### config.mk
export PLATFORM = sky130hd
export DESIGN_NAME = bus_arbiter_flat
export DESIGN_NICKNAME = d
export VERILOG_FILES = /design/src/rtl/bus_arbiter_if.sv /design/src/rtl/bus_arbiter.sv /design/src/flat_wrapper.sv
export SDC_FILE = /design/constraint.sdc
export NUM_CORES = 1
export LEC_CHECK = 0
export CAP_MARGIN = 30
export CORE_MARGIN = 3
export CORE_UTILIZATION = 37
export DETAILED_ROUTE_END_ITERATION = 12
export GPL_TIMING_DRIVEN = 0
export PLACE_DENSITY = 0.86
export SLEW_MARGIN = 20
export SYNTH_ARGS = -nofsm -noshare
export SYNTH_HDL_FRONTEND = slang
export SYNTH_SLANG_ARGS = --single-unit
### constraint.sdc
create_clock -name clk -period 2.4 [get_ports clk]
set_input_delay 0.72 -clock clk [delete_from_list [all_inputs] [get_ports clk]]
set_output_delay 0.72 -clock clk [all_outputs]
set_load 0.02 [all_outputs]
### src/rtl/bus_arbiter_if.sv
// Arbiter bus bundle: per-source requests and payloads in, one registered
// transfer out. The source/consumer side uses master, the arbiter uses slave.
interface bus_arbiter_if #(
   parameter int WIDTH = 32,
   parameter int N_SRC = 3
);
   localparam int OW = $clog2(N_SRC);

   logic [N_SRC-1:0]       req;
   logic [N_SRC*WIDTH-1:0] data_in;
   logic                   out_ready;
   logic [N_SRC-1:0]       grant;
   logic [WIDTH-1:0]       data_out;
   logic                   out_valid;
   logic [OW-1:0]          owner;

   modport master (
      output req, data_in, out_ready,
      input  grant, data_out, out_valid, owner
   );

   modport slave (
      input  req, data_in, out_ready,
      output grant, data_out, out_valid, owner
   );
endinterface

### src/rtl/bus_arbiter.sv
// N-source arbiter feeding a single registered output stage, selectable
// fixed-priority or round-robin, sustaining one transfer per cycle.
module bus_arbiter #(
   parameter int WIDTH = 32,
   parameter int N_SRC = 3,
   parameter int RR    = 0
) (
   input logic          clk,
   input logic          rst,
   bus_arbiter_if.slave bus
);
   localparam int                OW          = $clog2(N_SRC);
   localparam logic [OW-1:0]     LAST_RST    = OW'(N_SRC - 32'sd1);
   localparam logic [N_SRC-1:0]  SRC0_ONEHOT = N_SRC'(1'b1);

   logic [WIDTH-1:0] data_r;
   logic             valid_r;
   logic [OW-1:0]    owner_r;
   logic [OW-1:0]    last_r;

   logic             free_s;
   logic             any_req_s;
   logic [OW-1:0]    start_s;
   logic [OW-1:0]    winner_s;
   logic [N_SRC-1:0] grant_s;
   logic [WIDTH-1:0] win_data_s;

   // Wraps at N_SRC-1 explicitly so non-power-of-two source counts never
   // visit a non-existent index.
   function automatic logic [OW-1:0] next_index(input logic [OW-1:0] idx);
      next_index = (int'(idx) == (N_SRC - 32'sd1)) ? {OW{1'b0}} : idx + 1'b1;
   endfunction

   function automatic logic [OW-1:0] first_set(input logic [N_SRC-1:0] req_v,
                                               input logic [OW-1:0]    start);
      logic [OW-1:0] idx;
      logic          found;
      logic          hit;
      first_set = start;
      found     = 1'b0;
      idx       = start;
      for (int k = 32'sd0; k < N_SRC; k++) begin
         hit       = ~found & req_v[idx];
         first_set = hit ? idx : first_set;
         found     = found | hit;
         idx       = next_index(idx);
      end
   endfunction

   // Search origin: fixed priority always scans from source 0, round-robin
   // resumes just after the previous winner.
   always_comb begin
      if (RR != 32'sd0) begin
         start_s = next_index(last_r);
      end else begin
         start_s = {OW{1'b0}};
      end
   end

   // Winner selection, payload mux and combinational grant
   always_comb begin
      any_req_s  = |bus.req;
      free_s     = ~valid_r | bus.out_ready;
      winner_s   = first_set(bus.req, start_s);
      win_data_s = {WIDTH{1'b0}};
      for (int i = 32'sd0; i < N_SRC; i++) begin
         win_data_s = (winner_s == OW'(i)) ? bus.data_in[i*WIDTH +: WIDTH] : win_data_s;
      end
      if (!rst && free_s && any_req_s) begin
         grant_s = SRC0_ONEHOT << winner_s;
      end else begin
         grant_s = {N_SRC{1'b0}};
      end
   end

   // Output stage: capture when free, clear when free and idle, otherwise hold
   always_ff @(posedge clk) begin
      if (rst) begin
         valid_r <= 1'b0;
         data_r  <= {WIDTH{1'b0}};
         owner_r <= {OW{1'b0}};
         last_r  <= LAST_RST;
      end else if (free_s && any_req_s) begin
         valid_r <= 1'b1;
         data_r  <= win_data_s;
         owner_r <= winner_s;
         last_r  <= winner_s;
      end else if (free_s) begin
         valid_r <= 1'b0;
         data_r  <= {WIDTH{1'b0}};
      end
   end

   assign bus.grant     = grant_s;
   assign bus.data_out  = data_r;
   assign bus.out_valid = valid_r;
   assign bus.owner     = owner_r;
endmodule

### src/flat_wrapper.sv
// flat-port wrapper written by rule: the top's interface ports become plain ports
module bus_arbiter_flat 
#(
   parameter int WIDTH = 32,
   parameter int N_SRC = 3,
   parameter int RR    = 0
)
  (clk, rst, bus_req, bus_data_in, bus_out_ready, bus_grant, bus_data_out, bus_out_valid, bus_owner);
  bus_arbiter_if #(.WIDTH(WIDTH), .N_SRC(N_SRC)) bus_i ();
  input logic clk;
  input logic rst;
  input wire logic [$bits(bus_i.req)-1:0] bus_req;
  input wire logic [$bits(bus_i.data_in)-1:0] bus_data_in;
  input wire logic [$bits(bus_i.out_ready)-1:0] bus_out_ready;
  output wire logic [$bits(bus_i.grant)-1:0] bus_grant;
  output wire logic [$bits(bus_i.data_out)-1:0] bus_data_out;
  output wire logic [$bits(bus_i.out_valid)-1:0] bus_out_valid;
  output wire logic [$bits(bus_i.owner)-1:0] bus_owner;
  assign bus_i.req = bus_req;
  assign bus_i.data_in = bus_data_in;
  assign bus_i.out_ready = bus_out_ready;
  assign bus_grant = bus_i.grant;
  assign bus_data_out = bus_i.data_out;
  assign bus_out_valid = bus_i.out_valid;
  assign bus_owner = bus_i.owner;
  bus_arbiter #(.WIDTH(WIDTH), .N_SRC(N_SRC), .RR(RR)) u_core (.clk(clk), .rst(rst), .bus(bus_i));
endmodule
; ---- Word-level counts from Yosys, hierarchy flattened
; Cells that the tools add are included.
[totals]
reg_bits = 35
out_inout_bits = 38
word_cells = 30
[classes]
eq_ne = 2
n_shift = 1
mux = 10
n_bitwise = 7
n_reduce_logical = 7
[ops]
columns = cell, n
row1 = $mux W32, 5
row2 = $logic_and A1 B1 Y1, 3
row3 = $mux W1, 3
row4 = $mux W3, 1
row5 = $not A1 Y1, 3
row6 = $reduce_or A3 Y1, 1
row7 = $shl A1 B2 Y3 const A, 1
row8 = $and A1 B1 Y1, 2
row9 = $eq A2 B1 Y1 const B, 1
row10 = $eq A2 B2 Y1 const B, 1
row11 = $logic_not A2 Y1, 1
row12 = $mux W2, 1
row13 = $or A1 B1 Y1, 2
row14 = $reduce_bool A2 Y1, 1
row15 = $logic_not A1 Y1, 1

; ---- Longest topological paths before layout
; Gate-level depths: netlist of the first run.
[logic_depth]
word_depth = 11
depth_mapped = 5
ltp_nobuf = 3

; ---- Worst setup path after synthesis of the first run
; OpenSTA, ideal clock, no wires.
[synth_timing]
path_kind = input-to-output
start = input bus_req[0]
end = output bus_grant[2]
t_arrival_ns = 1.461
required_time_ns = 1.680
setup_slack_ns = 0.219
path_stages = 4
path_buffers = 2
path_cell_list = buf_4 -> nor2_4 -> buf_2 -> and3_1
[synth_between]
elab_chain_cells = 8
word_cells_on_any_way = 11
classes_between = 1 x shift / 3 x mux / 5 x bitwise / 2 x reduce/logical
[synth_rtl]
columns = item, line
row1 = "start, declared", flat_wrapper.sv:12  ; input wire logic [$bits(bus_i.req)-1:0] bus_req;
row2 = $not A1 Y1, bus_arbiter.sv:43  ; hit = ~found & req_v[idx];
row3 = $and A1 B1 Y1, bus_arbiter.sv:43
row4 = $or A1 B1 Y1, bus_arbiter.sv:45  ; found = found | hit;
row5 = $not A1 Y1, bus_arbiter.sv:43
row6 = $and A1 B1 Y1, bus_arbiter.sv:43
row7 = $mux W2, bus_arbiter.sv:44  ; first_set = hit ? idx : first_set;
row8 = $shl A1 B2 Y3, bus_arbiter.sv:70  ; grant_s = SRC0_ONEHOT << winner_s;
row9 = $mux W3 *, bus_arbiter.sv:69  ; if (!rst && free_s && any_req_s) begin
row10 = "end, declared", flat_wrapper.sv:15  ; output wire logic [$bits(bus_i.grant)-1:0] bus_grant;
; Every way passes the cells marked *; elsewhere a longest branch is shown, timed or not.

; ---- Worst setup path after layout of the first run
[layout_timing]
start = input bus_req[1]
end = output bus_grant[1]
[layout_between]
elab_chain_cells = 7
word_cells_on_any_way = 10
classes_between = 1 x shift / 3 x mux / 4 x bitwise / 2 x reduce/logical
[layout_rtl]
columns = item, line
row1 = $and A1 B1 Y1, bus_arbiter.sv:43
row2 = $or A1 B1 Y1, bus_arbiter.sv:45
row3 = $not A1 Y1, bus_arbiter.sv:43
row4 = $and A1 B1 Y1, bus_arbiter.sv:43
row5 = $mux W2, bus_arbiter.sv:44
row6 = $shl A1 B2 Y3, bus_arbiter.sv:70
row7 = $mux W3 *, bus_arbiter.sv:69
; Marks and branches as above.

==> impl_summary.txt, run 1 <==
----------------------------------------------------
[Outcome]
  Run status ... completed

[Synthesis]
  Total of flip-flops plus latches after synthesis ... 35
  Post-Synthesis Cells ... around 230
  Yosys cell types ... 17
  Total nets after synthesis ... between 300 and 400
  Async S/R FF share, synth ... 0
  Avg Synthesized Cell Area ... between 8 and 9 sq um
  Post-synth top cells ... a21oi_1 (35), dfxtp_1 (35), nand2_1 (33), nand2b_1 (33), nor2b_1 (33)
  Area share of the leading cell type in the synthesized netlist ... 0.366
  Count of flip-flops with a built-in enable after synthesis ... 0
  Total standard cell area after synthesis ... between 1500 and 2000 sq um
  Post-synth top area cell ... dfxtp_1
  Sequential area share after synthesis ... 0.366
  Most area-consuming cells after synthesis ... dfxtp_1 (37%), a32o_1 (17%), nand2b_1 (11%), nor2b_1 (11%), a21oi_1 (9.1%)
  Count of yosys warnings during synthesis ... 0
  Most used flip-flop cell after synthesis ... dfxtp_1

[Finish]
  Fraction of final layout cells sized beyond drive strength 1 ... 0.0919
  Diode insertion count for antenna repair ... 0
  Number of fill cells in the layout ... 410
  Synth-to-Final Area Change ... 82.8%
  Post-layout net count ... about 480

[Clock network]
  Insertion delay of the later-clocked pin in the worst-skew pair ... roughly 0.28 ns
  Clock tree sinks ... 35
  Number of H-tree levels ... 2
  CTS buffer count ... 5
  Clock tree from TritonCTS ... built
  CTS clock-pin slew for the worst setup and hold paths ... 0.07 ns
  Maximum clock insertion buffer count ... 2
  Number of buffers inserted by hold repair at cts ... 0
  Cell chosen for the clock root ... clkbuf_8

[Power]
  Power density cells ... 475 nW/um^2
  Internal power contribution ... roughly 0.0012 W
  Clock share of power ... 0.278
  Switching share of power ... 0.268
  Part of the power in combinational logic ... 0.327
  Leakage power figure ... about 1.3 nW
  NetSw ... about 0.00045 W
  Total power ... 0.00166 W
  Largest vdd supply drop ... approximately 0.28 mV
  Sequential fraction of design power ... 0.395

[Global routing]
  Vias in the first global route ... between 2000 and 2500
  Initial antenna violation count ... 0
  Overall track demand over capacity in global routing ... 0.220
  Wire length of the first global-routing pass ... between 10000 and 15000 um
  Pin count of the biggest net entering global routing ... 11
  Remaining global-route overflow ... 0

[Setup path]
  Reg2reg path depth ... 5
  Type of origin of the critical path ... input port
  Critical Path Max Stage Delay ... approximately 0.26 ns
  Critical path fanouts, max ... 10
  Worst setup path end ... bus_grant[1]
  Critical-path cell list ... clkdlybuf4s15_1, nor2b_4, buf_4, and2_1, buf_2
  Data arrival at the endpoint of the critical path ... 1.63 ns
  Startpoint of the most critical register-to-register path ... u_core.bus.out_valid
  Launch point of the critical path ... bus_req[1]
  Setup slack on the worst flop-to-flop path ... approximately 1.1 ns
  Terminus of the critical flop-to-flop path ... u_core.bus.data_out[20]
  Critical-path cell with the highest stage delay ... clkdlybuf4s15_1
  Type of the worst setup path ... input port to primary output
  Type of element capturing the critical path ... primary output
  Required time of the worst setup path ... approximately 1.7 ns

[Timing]
  Worst Hold Slack ... 0.466 ns
  Final hold violations ... 0
  Unrepaired setup endpoints after global routing ... false
  Minimum period implied by the final worst setup slack ... 2.35 ns
  Final Max Tran Viols ... 0
  Transition time at the pin with the least slew margin ... approximately 0.36 ns
  Normalized max-slew margin ... 0.759
  Setup violators final ... 0
  Worst Setup Slack, final ... ~0.054 ns
  Clock Skews ... between 0.003 and 0.004 ns
  Part of the cycle the worst path needs ... 0.977
  Fmax achieved ... 426 MHz

[Drt]
  Final Routed Wirelength ... around 6700 um
  Antenna-violating nets left ... 0
  Number of detailed-routing iterations run before antenna repair ... 4
  DR vias ... approximately 2300
  Number of remaining DRC errors ... 0
  Via/cell ratio ... just over 5
  Average wire per cell in the routed design ... about 15 um
  Drt initial violations ... 85

[Hold path]
  Hold Path Depth ... 1
  Worst min-delay path category ... register to register

[Floorplan]
  IO Count ... 140
  Full die area ... 6080 sq um
  Number of cell rows ... 25
  Die height ... between 70 and 80 um
  Area of the placeable core ... 4850 sq um
  Horizontal extent of the die ... 78.0 um
  Effective utilization at floorplan ... 0.395

[Placed design]
  DP Worst Slack ... -0.940 ns
  HPWL after detailed placement ... 5260 um
  Routability congestion estimate from global placement ... 0.771
  Count of buffers from port buffering ... 137

[Run]
  Count of maximum capacitance violations ... 0

----------------------------------------------------
==> kinds of logic after synthesis <==
| family | share of synthesized area |
|---|---|
| and+or+nand+nor | 0.317 |
| DFF | 0.366 |
| buffers and inverters | 0.0561 |
| AOI/OAI and AO/OA | 0.261 |
==> metrics by stage <==
stage,cells,cell area (sq um),util,TNS [ns]
after global placement,437,3370,0.695,-2.69
after global routing,448,3500,0.723,0
after CTS,448,3490,0.721,0
after detailed placement,437,3370,0.695,-2.77
final,448,3500,0.723,0
after floorplan,233,1920,-,0
==> flip-flops by register name, summed over array words and instances, names as in the netlist <==
signal and cells:
u_core.bus.owner 2, u_core.bus.data_out 32, u_core.bus.out_valid 1
==> final cells by class <==
type | instances | area, sq um | share of cell area
repair buffers | 140 | 1380 | 0.395
multi-input cells | 178 | 1120 | 0.320
flip-flops and latches | 35 | 701 | 0.200
plain buffers | 20 | 116 | 0.0332
clock buffers | 8 | 100 | 0.0286
well taps | 67 | 83.8 | 0.0239
==> critical path, delay by kind of cell <==
family / cells / cell delay, ns
and+or+nand+nor: 2 / 0.31
buffers and inverters: 3 / 0.58
==> per-layer routing <==
layer / share of wire / vias to the layer above / track usage
met3: 0.082 / 13 / 0.0638
met1: 0.41 / 1042 / 0.253
met5: 0 / - / 0
li1: - / 1118 / -
met2: 0.50 / 99 / 0.391
met4: 0.017 / 0 / 0.0647
==> placed cells by master, fill, tap and decap left out, drive strengths merged, types with 5 or more instances in the layout <==
cell type      instances
a32o                  32
dfxtp                 35
buf                   24
nand2                 33
nor2b                 34
a21oi                 35
clkdlybuf4s50        131
nand2b                33
clkbuf                10
nor2                   5
==> timing repair <==
item | in CTS | in global routing
buffers inserted | 3 | 0
resized for setup | 21 | 4
setup endpoints to repair | 3 | 3
pin swaps | 2 | 0
==> power groups by stage <==
stage	clock (W)	sequential, W	combinational, W
final	0.000463	0.000657	0.000544
after floorplan	0	0.000731	0.000169
after global placement	0	0.000667	0.000533
after global routing	0.000504	0.000662	0.000584
after CTS	0.000477	0.000657	0.000546
after detailed placement	0	0.000670	0.000540
==> worst min path at each step <==
stage / from / endpoint / slack, ns
2_1_floorplan: u_core.bus.owner[0] / u_core.bus.owner[0] / 0.54
3_3_place_gp: u_core.bus.data_out[29] / u_core.bus.data_out[29] / 0.45
5_1_grt: u_core.bus.data_out[24] / u_core.bus.data_out[24] / 0.48
6_report: u_core.bus.data_out[9] / u_core.bus.data_out[9] / 0.47
4_1_cts: u_core.bus.data_out[9] / u_core.bus.data_out[9] / 0.47
3_5_place_dp: u_core.bus.data_out[9] / u_core.bus.data_out[9] / 0.45
No activity file was read; power rests on OpenSTA's default activity.
==> run 2, diff against run 1 <==
--- a/config.mk
+++ b/config.mk
@@ -8,3 +8,2 @@
 export CAP_MARGIN = 30
-export CORE_MARGIN = 3
 export CORE_UTILIZATION = 37
@@ -13,3 +12,3 @@
 export PLACE_DENSITY = 0.86
-export SLEW_MARGIN = 20
+export SLEW_MARGIN = 10
 export SYNTH_ARGS = -nofsm -noshare
==> constraint.sdc (replaced) <==
create_clock -name clk -period 2.4 [get_ports clk]
set_input_delay 0.48 -clock clk [delete_from_list [all_inputs] [get_ports clk]]
set_output_delay 0.48 -clock clk [all_outputs]
set_load 0.02 [all_outputs]
==> run 2 against run 1 <==
  * Critical endpoint is now bus_grant[2]
  * Worst hold slack better by 0.0013 ns
  * Largest cell class unchanged
  * Flip-flop and latch count did not move
  * Combinational power fell by 0.9%
  * Routed wire length decreased by 5.0%
  * Highest routed layer unchanged
  * Utilization shrank 0.57 points
  * Critical path type unchanged
  * Setup slack gained 0.092 ns
  * Sequential power is essentially flat
  * Critical path depth unchanged
  * Via count is 2.1% lower
  * Die area down 10%
  * Sequential share of layout area rose by 0.16 points
==> impl_summary.txt, run 2 (same netlist as run 1, synthesis figures left out) <==
----------------------------------------------------
[Power]
  Part of the power in combinational logic ... 0.324
  Switching share of power ... 0.268
  Internal power contribution ... 0.00122 W
  Total power ... roughly 0.0017 W
  NetSw ... between 0.0004 and 0.0005 W
  Largest vdd supply drop ... 0.258 mV
  Leakage power figure ... between 1 and 1.5 nW
  Power density cells ... between 400 and 500 nW/um^2
  Clock share of power ... 0.281
  Sequential fraction of design power ... 0.395

[Floorplan]
  Die height ... ~74 um
  Full die area ... around 5500 sq um
  IO Count ... 140
  Area of the placeable core ... slightly below 5000 sq um
  Number of cell rows ... 25
  Horizontal extent of the die ... roughly 74 um
  Effective utilization at floorplan ... 0.395

[Run]
  Count of maximum capacitance violations ... 0

[Clock network]
  Cell chosen for the clock root ... clkbuf_8
  Maximum clock insertion buffer count ... 2
  CTS clock-pin slew for the worst setup and hold paths ... roughly 0.07 ns
  Number of buffers inserted by hold repair at cts ... 0
  CTS buffer count ... 5
  Insertion delay of the later-clocked pin in the worst-skew pair ... 0.28 ns
  Number of H-tree levels ... 2
  Clock tree sinks ... 35
  Clock tree from TritonCTS ... built

[Finish]
  Fraction of final layout cells sized beyond drive strength 1 ... 0.0871
  Number of fill cells in the layout ... around 400
  Final core utilization ... 0.717
  Count of placed standard cells in the final layout, fillers left out ... ~450
  Post-layout net count ... 480
  Sequential Area ... 701 sq um
  Final Instance Area ... roughly 3500 sq um
  Multi-input gate area ... 1120 sq um
  Most common cell after layout, fill and taps aside ... clkdlybuf4s50_1
  Synth-to-Final Area Change ... 81.4%
  Largest register FFs ... 32
  Leading cell types in the layout, fill and taps excluded ... clkdlybuf4s50_1 (134), a21oi_1 (35), dfxtp_1 (35)
  Diode insertion count for antenna repair ... 0

[Timing]
  Fmax achieved ... 444 MHz
  Worst Setup Slack, final ... ~0.15 ns
  Part of the cycle the worst path needs ... 0.939
  Unrepaired setup endpoints after global routing ... false
  Transition time at the pin with the least slew margin ... roughly 0.36 ns
  Final hold violations ... 0
  Normalized max-slew margin ... 0.759
  Minimum period implied by the final worst setup slack ... 2.25 ns
  Final Max Tran Viols ... 0
  Setup violators final ... 0
  Clock Skews ... 0.00418 ns

[Setup path]
  Type of element capturing the critical path ... primary output
  Required time of the worst setup path ... between 1.5 and 2 ns
  Terminus of the critical flop-to-flop path ... u_core.bus.data_out[31]
  Data arrival at the endpoint of the critical path ... between 1.5 and 2 ns
  Startpoint of the most critical register-to-register path ... u_core.bus.out_valid
  Reg2reg path depth ... 4
  Type of the worst setup path ... input port to primary output
  Type of origin of the critical path ... input port
  Critical-path cell list ... clkdlybuf4s50_1, nor2_4, buf_4, and3_1, clkbuf_2
  Critical Path Max Stage Delay ... 0.53 ns
  Critical-path cell with the highest stage delay ... clkdlybuf4s50_1
  Launch point of the critical path ... rst
  Critical path fanouts, max ... 10
  Setup slack on the worst flop-to-flop path ... 1.12 ns

[Hold path]
  Worst min-delay path category ... register to register
  Launch instance of the worst min-delay path ... u_core.bus.data_out[22]
  Worst hold path endpoint ... u_core.bus.data_out[22]
  Hold Path Depth ... 1

[Placed design]
  Post-Place Cells ... 437
  DP Worst Slack ... -0.444 ns
  Post-placement cell area ... between 3000 and 4000 sq um
  Count of buffers from port buffering ... between 100 and 150
  Routability congestion estimate from global placement ... around 0.74
  HPWL after detailed placement ... between 4000 and 5000 um

[Drt]
  Number of remaining DRC errors ... 0
  Average wire per cell in the routed design ... 14.4 um
  Final Routed Wirelength ... between 6000 and 7000 um
  Drt initial violations ... between 60 and 70
  Via/cell ratio ... around 5.0
  Number of detailed-routing iterations run before antenna repair ... 4
  DR vias ... 2224
  Antenna-violating nets left ... 0

[Global routing]
  Wire length of the first global-routing pass ... 9780 um
  Pin count of the biggest net entering global routing ... 11
  Overall track demand over capacity in global routing ... 0.234
  Vias in the first global route ... 2228
  Remaining global-route overflow ... 0
  Initial antenna violation count ... 0

[Outcome]
  Run status ... completed

----------------------------------------------------
[run 2: cell types whose count changed in the layout (fill, tap and decap cells not counted)]
cell / previous run / this run
clkdlybuf4s15_1: 2 / 0
buf_2: 13 / 12
nor2b_4: 2 / 1
buf_6: 1 / 0
buf_4: 10 / 7
clkbuf_2: 0 / 3
nor2b_2: 0 / 1
clkdlybuf4s50_1: 131 / 134
dlygate4sd2_1: 1 / 0
[run 2: worst max-delay path by stage]
stage | end | cells after the start
global route | bus_grant[2] | 6
floorplan | bus_grant[2] | 4
CTS | bus_grant[1] | 6
detailed placement | bus_grant[2] | 5
global placement | bus_grant[2] | 5
finish | bus_grant[2] | 5
[run 2: per-layer routing]
layer  vias to the layer above  wire length, um  track usage
met2                        97             3220        0.436
met4                         0              111       0.0940
met3                        13              551       0.0583
met1                      1005             2530        0.250
met5                         -                0            0
li1                       1109                -            -
[run 2: through the flow]
stage	hold slack, ns	setup TNS (ns)
detailed placement	0.453	-1.28
CTS	0.469	0
global placement	0.446	-1.24
global route	0.477	0
floorplan	0.543	0
finish	0.467	0
[run 2: repair_timing]
action | 4_1_cts | 5_1_grt
gates resized for setup | 8 | 5
setup endpoints to repair | 3 | 3
endpoints found under the hold margin | 0 | 0
buffers inserted | 1 | 0
pin swaps | 1 | 0
[run 2: cell type report]
| cell class | count | share of cell area |
|---|---|---|
| multi-input combinational | 178 | 0.321 |
| clock buffer | 8 | 0.0288 |
| buffer | 20 | 0.0324 |
| sequential | 35 | 0.202 |
| timing repair buffer | 138 | 0.392 |
| tap | 67 | 0.0241 |
[run 2: power by group through the flow]
stage	clock network, W	registers [W]	logic [W]
2_1_floorplan	0	0.000731	0.000169
3_3_place_gp	0	0.000667	0.000532
3_5_place_dp	0	0.000670	0.000539
4_1_cts	0.000474	0.000656	0.000544
5_1_grt	0.000497	0.000662	0.000578
6_report	0.000466	0.000656	0.000539
[run 2: worst max-delay path: cells and delay by family]
| kind | cells | cell delay [ns] |
|---|---|---|
| and+or+nand+nor | 2 | 0.39 |
| buffers and inverters | 3 | 0.90 |
